### src/rtl/req_enc_pkg.sv
// Shared constants and helpers for the request priority encoder.
// idx_w(n) gives the index width max(1, clog2(n)).
package req_enc_pkg;

   localparam int FIXED_PRIO  = 0;
   localparam int ROUND_ROBIN = 1;

   function automatic int idx_w(input int n);
      return (n <= 2) ? 1 : $clog2(n);
   endfunction

endpackage

### src/rtl/prio_pick.sv
// Combinational wrap-around picker: first set bit of vec at or above start.
// Ports: vec, start in; found, idx (binary), onehot out.
module prio_pick
   import req_enc_pkg::*;
#(
   parameter int  N = 16,
   localparam int W = idx_w(N)
) (
   input  logic [N-1:0] vec,
   input  logic [W-1:0] start,
   output logic         found,
   output logic [W-1:0] idx,
   output logic [N-1:0] onehot
);

   int pos;

   always_comb begin
      found = 1'b0;
      idx   = '0;
      pos   = 0;
      for (int i = 0; i < N; i++) begin
         pos = int'(start) + i;
         if (pos >= N) pos = pos - N;
         if (!found && vec[pos]) begin
            found = 1'b1;
            idx   = W'(pos);
         end
      end
      onehot = found ? (N'(1) << idx) : '0;
   end

endmodule

### src/rtl/req_priority_encoder.sv
// Sticky request accumulator with registered one-per-transfer selection.
// Ports: clk, rst_n, req_i, mask_i, out_ready in; out_valid, out_idx,
// out_onehot, out_multi, pend_o out.
module req_priority_encoder
   import req_enc_pkg::*;
#(
   parameter int  N  = 16,
   parameter int  RR = FIXED_PRIO,
   localparam int W  = idx_w(N)
) (
   input  logic         clk,
   input  logic         rst_n,
   input  logic [N-1:0] req_i,
   input  logic [N-1:0] mask_i,
   output logic         out_valid,
   input  logic         out_ready,
   output logic [W-1:0] out_idx,
   output logic [N-1:0] out_onehot,
   output logic         out_multi,
   output logic [N-1:0] pend_o
);

   logic [N-1:0] pend;
   logic [N-1:0] cand;
   logic [N-1:0] elig;
   logic [N-1:0] sel_oh;
   logic [N-1:0] clr;
   logic [N-1:0] pend_nxt;
   logic [W-1:0] sel_idx;
   logic [W-1:0] start;
   logic         sel_found;
   logic         load;
   logic         multi;

   assign cand  = pend | req_i;
   assign elig  = cand & ~mask_i;
   assign load  = (!out_valid || out_ready) && sel_found;
   assign multi = |(elig & (elig - N'(1)));

   prio_pick #(.N(N)) u_pick (
      .vec    (elig),
      .start  (start),
      .found  (sel_found),
      .idx    (sel_idx),
      .onehot (sel_oh)
   );

   // A bit that was already pending and re-fires on the
   // selection edge is a fresh event, so it must survive.
   assign clr      = sel_oh & ~(pend & req_i);
   assign pend_nxt = load ? (cand & ~clr) : cand;

   if (RR == ROUND_ROBIN) begin : g_rr
      logic [W-1:0] ptr;

      always_ff @(posedge clk or negedge rst_n) begin
         if (!rst_n)    ptr <= W'(N - 1);
         else if (load) ptr <= sel_idx;
      end

      assign start = (ptr == W'(N - 1)) ? '0 : ptr + W'(1);
   end else begin : g_fixed
      assign start = '0;
   end

   always_ff @(posedge clk or negedge rst_n) begin
      if (!rst_n) begin
         pend       <= '0;
         out_valid  <= 1'b0;
         out_idx    <= '0;
         out_onehot <= '0;
         out_multi  <= 1'b0;
      end else begin
         pend <= pend_nxt;
         if (load) begin
            out_valid  <= 1'b1;
            out_idx    <= sel_idx;
            out_onehot <= sel_oh;
            out_multi  <= multi;
         end else if (out_valid && out_ready) begin
            out_valid <= 1'b0;
            out_multi <= 1'b0;
         end
      end
   end

   assign pend_o = pend;

endmodule

### config.mk
export PLATFORM = sky130hd
export DESIGN_NAME = req_priority_encoder
export DESIGN_NICKNAME = d
export VERILOG_FILES = /design/src/rtl/req_enc_pkg.sv /design/src/rtl/prio_pick.sv /design/src/rtl/req_priority_encoder.sv
export SDC_FILE = /design/constraint.sdc
export NUM_CORES = 1
export LEC_CHECK = 0
export CAP_MARGIN = 20
export CORE_UTILIZATION = 55
export DETAILED_ROUTE_END_ITERATION = 10
export HOLD_SLACK_MARGIN = 0.15
export MAX_ROUTING_LAYER = met4
export PLACE_DENSITY = 0.82
export RECOVER_POWER = 50
export SYNTH_ARGS = -nofsm -noshare
export SYNTH_HDL_FRONTEND = slang
export SYNTH_HIERARCHICAL = 1
export SYNTH_SLANG_ARGS = --single-unit
### constraint.sdc
create_clock -name clk -period 11.9 [get_ports clk]
set_clock_uncertainty 0.15 [all_clocks]
set_input_delay 1.19 -clock clk [delete_from_list [all_inputs] [get_ports clk]]
set_output_delay 1.19 -clock clk [all_outputs]
set_load 0.01 [all_outputs]
======== Yosys cells after proc, flatten, opt, wreduce, memory -nomap -nowiden ========
Index checks and enable logic that the tools add are counted.
storage, ports and cells
  flip-flop bits (word level) ............. 38
  input port bits ......................... 35
  logic and storage cells ................. 88
cells by class
  add/sub/neg operators ................... 1
  shift-type cells ........................ 1
  multiplexer cells ....................... 36
  bitwise logic cells ..................... 9
  reduce and logical (&&, ||, !) cells .... 36
operators by type and width
  cell                                                                   count
  16-bit bitwise AND                                                     5
  16-bit inverter                                                        3
  16-bit two-way mux                                                     2
  4-bit two-way mux                                                      8
  1-bit two-way mux                                                      20
  1-bit logical AND                                                      17
  1-bit zero test                                                        16
  16-bit bitwise OR                                                      1
  16-bit OR reduction                                                    1
  1-bit by 4-bit left shift with 16-bit output (first input constant)    1
  16-bit by 1-bit subtractor with 16-bit output (second input constant)  1
  3-bit two-way mux                                                      4
  2-bit two-way mux                                                      2
  2-bit nonzero test                                                     1
  1-bit logical OR                                                       1

======== Depth between registers and ports, before layout ========
  depth in word-level cells ............... 54
  depth in mapped cells ................... 18
  gate-level depth less buffers ........... 15

======== Hierarchy ========
The synthesis kept the hierarchy.
by module, submodules not included
  module                times used  cells each  area each (um^2)  sequential area each (um^2)
  prio_pick             1           325         2,757.6           0.0
  req_priority_encoder  1           179         1,803.0           950.9

======== Worst setup path after synthesis ========
No wires, ideal clock.
  kind .................................... input -> register
  start ................................... input port req_i[6]
  end ..................................... register pend[12], in the netlist pend_o[12]
  library setup time ...................... 0.131 ns
  data arrival time ....................... 4.383 ns
  setup slack ............................. 7.236 ns
  cell stages on the path ................. 12
  buffers on the path ..................... 0
  cell sequence ........................... o21ba_4 mux4_2 mux4_2 clkinv_2 nand4_2 or4_4 nor4_4 o32a_2 o21ai_4 nor4_1 nand2_1 maj3_1
between the ends
  longest elaborated chain between the ends .. 37
RTL lines
  what                                          RTL line                    source
  start, declared                               req_priority_encoder.sv:13  input logic [N-1:0] req_i,
  16-bit bitwise OR *                           req_priority_encoder.sv:35  assign cand = pend | req_i;
  16-bit bitwise AND *                          req_priority_encoder.sv:36  assign elig = cand & ~mask_i;
  1-bit logical AND *                           prio_pick.sv:25             if (!found && vec[pos]) begin
  1-bit two-way mux                             prio_pick.sv:25
  1-bit zero test                               prio_pick.sv:25
  1-bit logical AND                             prio_pick.sv:25
  1-bit two-way mux                             prio_pick.sv:25
  1-bit zero test                               prio_pick.sv:25
  [... 23 more ...]                             n/a
  1-bit by 4-bit left shift with 16-bit output  prio_pick.sv:30             onehot = found ? (N'(1) << idx) : '0;
  16-bit two-way mux *                          prio_pick.sv:30
  via sel_oh[12]                                req_priority_encoder.sv:26  logic [N-1:0] sel_oh;
  16-bit bitwise AND *                          req_priority_encoder.sv:50  assign clr = sel_oh & ~(pend & req_i);
  16-bit inverter *                             req_priority_encoder.sv:51  assign pend_nxt = load ? (cand & ~clr) : cand;
  16-bit bitwise AND *                          req_priority_encoder.sv:51
  16-bit two-way mux *                          req_priority_encoder.sv:51
  via pend_nxt[12]                              req_priority_encoder.sv:28  logic [N-1:0] pend_nxt;
  end signal, assigned                          req_priority_encoder.sv:74  pend <= pend_nxt;
  end, declared                                 req_priority_encoder.sv:23  logic [N-1:0] pend;
The timed path passes the listed nets; every way through them passes the cells marked *.
A chain may end at the register's enable or synchronous reset.

======== Worst setup path after layout ========
  start ................................... input port req_i[5]
  end ..................................... register pend[1], in the netlist pend_o[1]
between the ends
  longest elaborated chain between the ends .. 40
RTL lines
  what                                            RTL line                    source
  16-bit bitwise OR *                             req_priority_encoder.sv:35
  16-bit bitwise AND *                            req_priority_encoder.sv:36
  via elig[5]                                     req_priority_encoder.sv:25  logic [N-1:0] elig;
  1-bit logical AND *                             prio_pick.sv:25
  1-bit two-way mux                               prio_pick.sv:25
  1-bit zero test                                 prio_pick.sv:25
  1-bit logical AND                               prio_pick.sv:25
  1-bit two-way mux                               prio_pick.sv:25
  [... 27 more ...]                               n/a
  via sel_idx[2]                                  req_priority_encoder.sv:29  logic [W-1:0] sel_idx;
  1-bit by 4-bit left shift with 16-bit output *  prio_pick.sv:30
  16-bit two-way mux *                            prio_pick.sv:30
  via sel_oh[1]                                   req_priority_encoder.sv:26
  16-bit bitwise AND *                            req_priority_encoder.sv:50
  16-bit inverter *                               req_priority_encoder.sv:51
  16-bit bitwise AND *                            req_priority_encoder.sv:51
  16-bit two-way mux *                            req_priority_encoder.sv:51
  via pend_nxt[1]                                 req_priority_encoder.sv:28
Marks and branches as above.

==> impl_metrics.tcl <==
set metrics [dict create \
    setup.worst_path.class "primary input to flop" \
    vias 4630 \
    crit_arrival_ns 5.71 \
    die_w_um 93.06 \
    cts_tree "done" \
    critPathMaxStageDelay_ns 0.54 \
    nNetsFinal 621 \
    tns_ns 0 \
    cts_max_path_buffers 2 \
    grt_max_degree 39 \
    max_freq_mhz 175.9 \
    postRouteAntennaNets 0 \
    num_rows 32 \
    grt_pass1_wl_mm 23.15 \
    overflow 0 \
    synth_area_mm2 0.004561 \
    track_usage_pct 35.98 \
    finalSetupViolCount 0 \
    synth_top_family_by_area "multiplexers" \
    required_ns 11.92 \
    netlist.area_leader.share_pct 20.85 \
    first_global_vias 4245 \
    dieArea_mm2 0.008660 \
    hold_path_class "flop to flop" \
    via_per_inst 6.799 \
    r2r_start "pend_o[5]" \
    cp-endpoint "pend_o[1]" \
    netlist_instances 504 \
    insertion_delay_ns 0.30 \
    slew_headroom_pct -36.00 \
    fillerInstances 616 \
    clockPowerShare_pct 16.9 \
    ys.warnings.count 6 \
    antenna_found_initial 0 \
    post_drt_wl_per_cell_um 21.35 \
    synthMuxAreaShare_pct 24.75 \
    synthSimpleGateAreaFrac_pct 22.99 \
    layout.cells.most_common "nand2_1" \
    firstDrtPassIters 5 \
    synth_compound_area_share_pct 17.83 \
    finalWeightedCongestion 1.025 \
    cp_max_fo 9 \
    portBuffers 72 \
    worst_setup_path_end_kind "flop" \
    n_antenna_cell 0 \
    cts.clk_slew.worst_paths_ns 0.08 \
    power_frac_seq_pct 25.0 \
    post_cts_buffers 0 \
    io_pins 73 \
    synth_top_area_cell "dfrtp_1" \
    crit_start "req_i[5]" \
    rsz0062_at_grt "no" \
    cp_slowest_cell "mux4_2" \
    ctsHoldBuffers 0 \
    area_growth_pct 19.67 \
    cts-htree-levels 2 \
    fin_crit_sh_pct 47.78 \
    swShare_pct 44.17 \
    r2r_end "pend_o[1]" \
    coreArea_mm2 0.007888 \
    hold_viol 0 \
    drv_slew 39 \
    postSynthRegisterBits 38 \
    initial_core_util_pct 57.82 \
    synth_edf_count 0 \
    drc 0 \
    ys_seq_area_share_pct 20.85 \
    fin_area_mm2 0.005458 \
    leakagePower_uw 0.002144 \
    startpoint_type "primary input" \
    cts.sinks 38 \
    vdd_drop_max_uv 102.8 \
    p_per_area_mw_per_mm2 118.3 \
    final_cell_mix "94 x nand2_1, 52 x clkdlybuf4s50_1, 38 x dfrtp_1, 32 x nor2_1, 32 x mux4_2" \
    synth_ff_type "dfrtp_1" \
    maxCapViolations 1 \
    period_minus_slack_ns 5.686 \
    die_h_um 93.06 \
    dpl-instance-area_mm2 0.005353 \
    synth_area_per_cell_um2 9.049 \
    root_buffer "clkbuf_8" \
    dp_hpwl_mm 11.17 \
    synthXorXnorAreaFrac_pct 2.826 \
    drive_gt1_share_pct 16.23 \
    combPwrFrac_pct 58.1 \
    ys_types 84 \
    drtIter0Drc 459 \
    r2r_slack_ns 7.19 \
    p_int_uw 360.6 \
    synthArstFlopShare_pct 100.0 \
    power.switching_uw 285.3 \
    status "finished with violations" \
    ys_top_cells_by_area "dfrtp_1 21%, mux4_2 16%, nand2_1 7.7%, mux2i_1 5.9%, maj3_1 4.0%" \
    violations "capacitance limit, slew limit" \
    rr_worst_depth 13 \
    cts_resized 0 \
    worst_slew_pin_slew_ns 2.040 \
    routed_wl_mm 14.54 \
    cts_made_buffers 5 \
    path_cells "clkdlybuf4s50_1 > o21ba_4 > mux4_2 > mux2i_1 > mux2_2 > nand3_2 > nor3_2 > o21ai_0 > o32a_2 > o21ai_4 > inv_2 > nor4_1 > nand2_1 > maj3_1" \
    synth_fa_ha_area_share_pct 6.145 \
]
[worst min path at each step]
stage,startpoint,end,slack (ns),cells past startpoint
after floorplan,out_idx[3],out_idx[3],0.36,2
after global placement,out_onehot[15],out_onehot[15],0.31,2
after detailed placement,out_onehot[15],out_onehot[15],0.31,2
after CTS,out_onehot[15],out_onehot[15],0.33,2
after global routing,out_onehot[13],out_onehot[13],0.34,2
final,out_onehot[15],out_onehot[15],0.32,2
[metrics by stage]
step	util (%)	setup slack (ns)	instances	power [uW]	hold WS (ns)
3_5_place_dp	67.86	6.107	673	520.3	0.3135
4_1_cts	69.21	6.404	681	629.4	0.3318
5_1_grt	69.19	6.094	681	677.1	0.3418
6_report	69.19	6.214	681	645.9	0.3241
2_1_floorplan	-	7.236	520	407.3	0.3639
3_3_place_gp	67.86	6.092	673	516.2	0.3081
[Yosys cell counts, drive strengths merged, types with 5 or more instances]
cell type,n
o21ba,10
nor3,9
nor2,33
nand3,14
o21ai,22
dfrtp,38
o22ai,6
maj3,18
mux2i,28
a21oi,17
nand2,95
mux4,32
clkbuf,10
ha,8
buf,11
inv,22
a31oi,5
a221oi,5
and2,6
xnor2,8
nor4,21
mux2,11
nand4,6
xor2,5
[routing by layer]
metal	global-route usage (%)	part of all wire [%]	up-vias
li1	-	-	2040
met1	51.00	42	2224
met2	53.00	45	321
met3	6.585	9.9	45
met4	10.13	2.9	0
met5	-	0	-
[flip-flops by register name, summed over array words and instances, names as in the netlist]
name and flops:
pend_o 16, out_onehot 16, out_idx 4, out_multi 1, out_valid 1
[cells by family after synthesis]
group,Yosys count
mux,71
compound gates,103
buf+inv,46
xor+xnor,13
fa+ha+maj,26
other cells,1
flops,38
simple gates,206
[layout make-up]
cell class                      instances  area [um^2]  area share (%)
Tap cell                              102        127.6           2.338
Timing Repair Buffer                   72        714.4           13.09
Clock buffer                            7        76.32           1.398
Clock inverter                          1        30.03          0.5502
Multi-Input combinational cell        436         3463           63.46
Inverter                               25        95.09           1.742
Sequential cell                        38        950.9           17.42
[critical path, delay by kind of cell]
| kind | cells | cell delay (ns) |
|---|---|---|
| mux | 3 | 1.40 |
| simple gates | 4 | 1.08 |
| compound gates | 4 | 1.01 |
| buf+inv | 2 | 0.63 |
| fa+ha+maj | 1 | 0.40 |
[power groups by stage]
stage	combinational, uW	sequential (uW)	clock, uW
2_1_floorplan	236	171	0
3_3_place_gp	353	163	0
3_5_place_dp	357	163	0
4_1_cts	359	162	109
5_1_grt	399	163	114
6_report	375	161	109
Note: power is estimated with default switching activity, not from simulation.
